$ cat src/rtl/decoder_pkg.sv
// Shared types and helpers for the registered MSB-first one-hot decoder.
package decoder_pkg;

  typedef enum logic {
    MODE_DIRECT = 1'b0,
    MODE_SCAN   = 1'b1
  } mode_e;

  // Counter width for a 0..div-1 prescaler; never narrower than one bit.
  function automatic int presc_w(input int div);
    return (div <= 2) ? 1 : $clog2(div);
  endfunction

  // Code 0 lights the top bit of an out_w-wide word. Bits above out_w are don't-care.
  function automatic logic [63:0] onehot_msb(input int code, input int out_w,
                                             input logic active_low);
    logic [63:0] w;
    w = 64'd1 << (out_w - 1 - code);
    return active_low ? ~w : w;
  endfunction

endpackage

$ cat src/rtl/decoder_scan_prescaler.sv
// Free-running 0..DIV-1 step counter; tc flags the last count of a dwell.
module scan_prescaler
  import decoder_pkg::*;
#(
  parameter int DIV = 4
) (
  input  logic clk,
  input  logic rst,
  input  logic run,
  input  logic clear,
  output logic tc
);

  localparam int CW = presc_w(DIV);
  localparam logic [CW-1:0] LAST = CW'(DIV - 1);

  logic [CW-1:0] cnt_q, cnt_d;

  assign tc = (cnt_q == LAST);

  always_comb begin
    cnt_d = cnt_q;
    if (clear)   cnt_d = '0;
    else if (run) cnt_d = tc ? '0 : cnt_q + 1'b1;
  end

  always_ff @(posedge clk or posedge rst) begin
    if (rst) cnt_q <= '0;
    else     cnt_q <= cnt_d;
  end

endmodule

$ cat src/rtl/decoder_scan.sv
// Registered SEL_W-to-2^SEL_W one-hot decoder with a direct mode and a
// self-stepping scan mode for display multiplexing.
module decoder_scan
  import decoder_pkg::*;
#(
  parameter int SEL_W      = 3,
  parameter int DIV        = 4,
  parameter bit ACTIVE_LOW = 1'b0
) (
  input  logic                  clk,
  input  logic                  rst,
  input  logic                  en,
  input  logic                  mode,
  input  logic                  load,
  input  logic [SEL_W-1:0]      in,
  output logic [(1<<SEL_W)-1:0] f,
  output logic [SEL_W-1:0]      code,
  output logic                  step,
  output logic                  wrap
);

  localparam int OUT_W = 1 << SEL_W;
  localparam logic [OUT_W-1:0] BLANK = ACTIVE_LOW ? '1 : '0;

  logic             scan, tc, run, clear;
  logic [SEL_W-1:0] code_q, code_d;
  logic [OUT_W-1:0] f_q, f_d;
  logic             step_q, step_d, wrap_q, wrap_d;
  logic [63:0]      dec;

  assign scan  = (mode_e'(mode) == MODE_SCAN);
  assign run   = en && scan && !load;
  // Direct mode pins the prescaler at 0 so a switch to scan starts a fresh dwell.
  assign clear = en && (!scan || load);

  scan_prescaler #(.DIV(DIV)) u_presc (
    .clk  (clk),
    .rst  (rst),
    .run  (run),
    .clear(clear),
    .tc   (tc)
  );

  always_comb begin
    code_d = code_q;
    step_d = 1'b0;
    wrap_d = 1'b0;
    if (en) begin
      if (!scan || load) begin
        code_d = in;
      end else if (tc) begin
        code_d = code_q + 1'b1;
        step_d = 1'b1;
        wrap_d = (code_q == '1);
      end
    end
  end

  assign dec = onehot_msb(int'(code_d), OUT_W, ACTIVE_LOW);
  assign f_d = en ? dec[OUT_W-1:0] : BLANK;

  always_ff @(posedge clk or posedge rst) begin
    if (rst) begin
      code_q <= '0;
      f_q    <= BLANK;
      step_q <= 1'b0;
      wrap_q <= 1'b0;
    end else begin
      code_q <= code_d;
      f_q    <= f_d;
      step_q <= step_d;
      wrap_q <= wrap_d;
    end
  end

  assign f    = f_q;
  assign code = code_q;
  assign step = step_q;
  assign wrap = wrap_q;

endmodule

$ cat config.mk
export PLATFORM = sky130hd
export DESIGN_NAME = decoder_scan
export DESIGN_NICKNAME = d
export VERILOG_FILES = /design/src/rtl/decoder_pkg.sv /design/src/rtl/decoder_scan_prescaler.sv /design/src/rtl/decoder_scan.sv
export SDC_FILE = /design/constraint.sdc
export NUM_CORES = 1
export LEC_CHECK = 0
export CORE_MARGIN = 5
export CORE_UTILIZATION = 40
export CTS_BUF_LIST = sky130_fd_sc_hd__clkbuf_8 sky130_fd_sc_hd__clkbuf_16
export DETAILED_ROUTE_END_ITERATION = 10
export GPL_ROUTABILITY_DRIVEN = 0
export GPL_TIMING_DRIVEN = 0
export PLACE_DENSITY_LB_ADDON = 0.1
export SLEW_MARGIN = 20
export SYNTH_ARGS = -nofsm -noshare
export SYNTH_HDL_FRONTEND = slang
export SYNTH_SLANG_ARGS = --single-unit
$ cat constraint.sdc
create_clock -name clk -period 2 [get_ports clk]
set_input_delay 0.4 -clock clk [delete_from_list [all_inputs] [get_ports clk]]
set_output_delay 0.4 -clock clk [all_outputs]
set_load 0.02 [all_outputs]
==> metrics <==
Final Net Count 98; Fin. Hold Viols 0; Layout Cells excl Fill 102; async set-or-reset flop fraction in the synthesized netlist 100%; status completed; vias in the first global route between 500 and 600; via/cell ratio about 5.1; slew margin rel. 62.5%; Max Root-Sink Buffers 2; R2R depth 5; DIE HEIGHT 51.8 um; CP cell instances clkdlybuf4s50_1; Clock Sinks 15; stages on the worst setup path 1; largest fanout on the critical path 5; launch point of the worst reg-to-reg path code[0]; Crit-path slowest cell clkdlybuf4s50_1; syn avg cell area 11.5 um2; Synthesis Warnings 0; Rows 15; Congestion Overflow GR 0; Post-CTS Setup Bufs 0; Core Box Area 0.00169 mm2; Routed WL between 1000 and 1500 um; Initial DRC Count 3; Setup CP Type flip-flop to output port; RSZ-0062 raised after global routing false; Period minus WS final 1700 ps; hold buffers post-CTS 0; Buffers on Ports 20; WP data arrival 1300 ps; #FFs+latches synth 15; EDFF count, synth 0; largest net degree at the start of global routing 16; CTS tree yes; Finished Core Util 57.3%; setup violators final 0; H-tree Lvls 1; DRT antenna net count 0; Pwr Density 746 mW/mm2; highest clock rate 587 MHz; count leader, synth dfrtp_1; final instance area 967 um2; worst hold-check path type primary input to asynchronous set/reset pin; max cap viols 0; Leakage about 0.43 nW; synth top area cells dfrtp_1 54%, ha_1 7.2%, nor3_1 5.7%; Setup Slack @ Placement between 200 and 300 ps; count of different cell masters after synthesis 24; Synth Cell Area ~700 um2; cts bufs inserted 3; setup TNS 0 ps; CP delay by family, top buffers and inverters; post-synth top area cell dfrtp_1; Area Overhead vs Synth 38.3%; DP Area 921 um2; # fillers 154; die area 0.00268 mm2; CP Launch Point code[0]; Worst Path Required 1600 ps; worst vdd ir 456 uV; skew final between 0.4 and 0.5 ps; worst skew pair latency 240 ps; die width between 50 and 60 um; CTS resizes 0; global-route wire length before repair between 2000 and 2500 um; Mapped Cells between 60 and 70; Worst Setup End Kind output port; initial antenna violation count 0; Initial Util 41.4%; syn_nets 73; sequential fraction of the synthesis area 53.7%; CP Launch Type flip-flop; share of the synthesized area in the top cell type a little over half; residual DRC count 0; num ports 21; GRT Total Usage 10.7%; router iterations before antenna repair 3; DP HPWL around 940 um; Final Cycle Share 85.2%; CP endpoint code[0]; worst reg2reg path endpoint f[6]; synth cell count leaders 15 x dfrtp_1, 8 x nor3_1, 4 x ha_1, 4 x inv_1, 4 x o21ai_0; Placed Cells 98; DR vias 522; worst hold margin 511 ps; ys flop type dfrtp_1; slew at the pin with the worst max-slew slack roughly 560 ps; crit path buf inv count 1; layout cells sized above 1 ~14%; Reg2Reg Setup Slack around 330 ps; WL/cell 12.1 um; ant diodes 0; Max stage delay on crit path around 640 ps; max-slew violations 0; Final Total Pwr 722 uW; CTS Root Buffer Type clkbuf_8; clock-pin transition on the worst setup and hold timing paths 60 ps; fin worst setup slack a little under 300 ps
[where the power goes]
| group | leakage (nW) | internal [mW] | switching [mW] |
|---|---|---|---|
| Clock | 0.0255 | 0.137 | 0.102 |
| Combinational | 0.204 | 0.0704 | 0.0769 |
| Sequential | 0.199 | 0.322 | 0.0137 |
| Total | 0.429 | 0.530 | 0.192 |
[area by class of cell]
cell class                 count  area (um2)  area share, %
buffer                         2        21.3           2.20
timing repair buffer          20         200           20.7
tap                           17        21.3           2.20
multi-input combinational     40         288           29.8
inverter                       4        15.0           1.55
clock inverter                 1        5.00          0.517
clock buffer                   3        41.3           4.27
sequential                    15         375           38.8
[cells by family (layout without fill, tap and decap cells)]
logic type | after synthesis | after routing | share of synthesized area (%)
adder cells (fa/ha/maj) | 4 | 4 | 7.16
multiplexers | 2 | 2 | 2.86
buffers and inverters | 6 | 30 | 5.19
flip-flops | 15 | 15 | 53.7
AND/OR/NAND/NOR | 21 | 21 | 18.1
AO/OA/AOI/OAI | 13 | 13 | 13.1
[metal layers]
layer | track usage [%] | up-vias | part of all wire, %
met5 | 0 | - | 0
met4 | 5.24 | 0 | 0.89
met3 | 2.01 | 2 | 6.0
met2 | 16.3 | 15 | 45
met1 | 14.6 | 243 | 48
li1 | - | 262 | -
[layout by cell type (no fill, tap or decap), types with 2 or more instances in the layout]
| cell type | Yosys | layout |
|---|---|---|
| a21oi_1 | 2 | 2 |
| o22ai_1 | 2 | 2 |
| nand2b_1 | 3 | 3 |
| nand3_1 | 2 | 2 |
| clkbuf_8 | 1 | 4 |
| dfrtp_1 | 15 | 15 |
| inv_1 | 4 | 4 |
| mux2i_1 | 2 | 2 |
| nor3_1 | 8 | 8 |
| o21ai_0 | 4 | 4 |
| ha_1 | 4 | 4 |
| nand2_1 | 2 | 2 |
| clkdlybuf4s50_1 | 0 | 20 |
[sequential cells by signal, indices dropped and copies added (netlist names)]
| name | cells |
|---|---|
| f | 8 |
| code | 3 |
| u_presc.cnt_q | 2 |
| step | 1 |
| wrap | 1 |
[worst min-delay path by stage]
stage / startpoint / end / slack, ps
2_1_floorplan: rst / code[0] / 300
3_3_place_gp: u_presc.cnt_q[0] / u_presc.cnt_q[0] / 540
3_5_place_dp: u_presc.cnt_q[0] / u_presc.cnt_q[0] / 550
4_1_cts: rst / wrap / 530
5_1_grt: rst / f[4] / 580
6_report: rst / code[2] / 510
No activity file was read; power rests on OpenSTA's default activity.
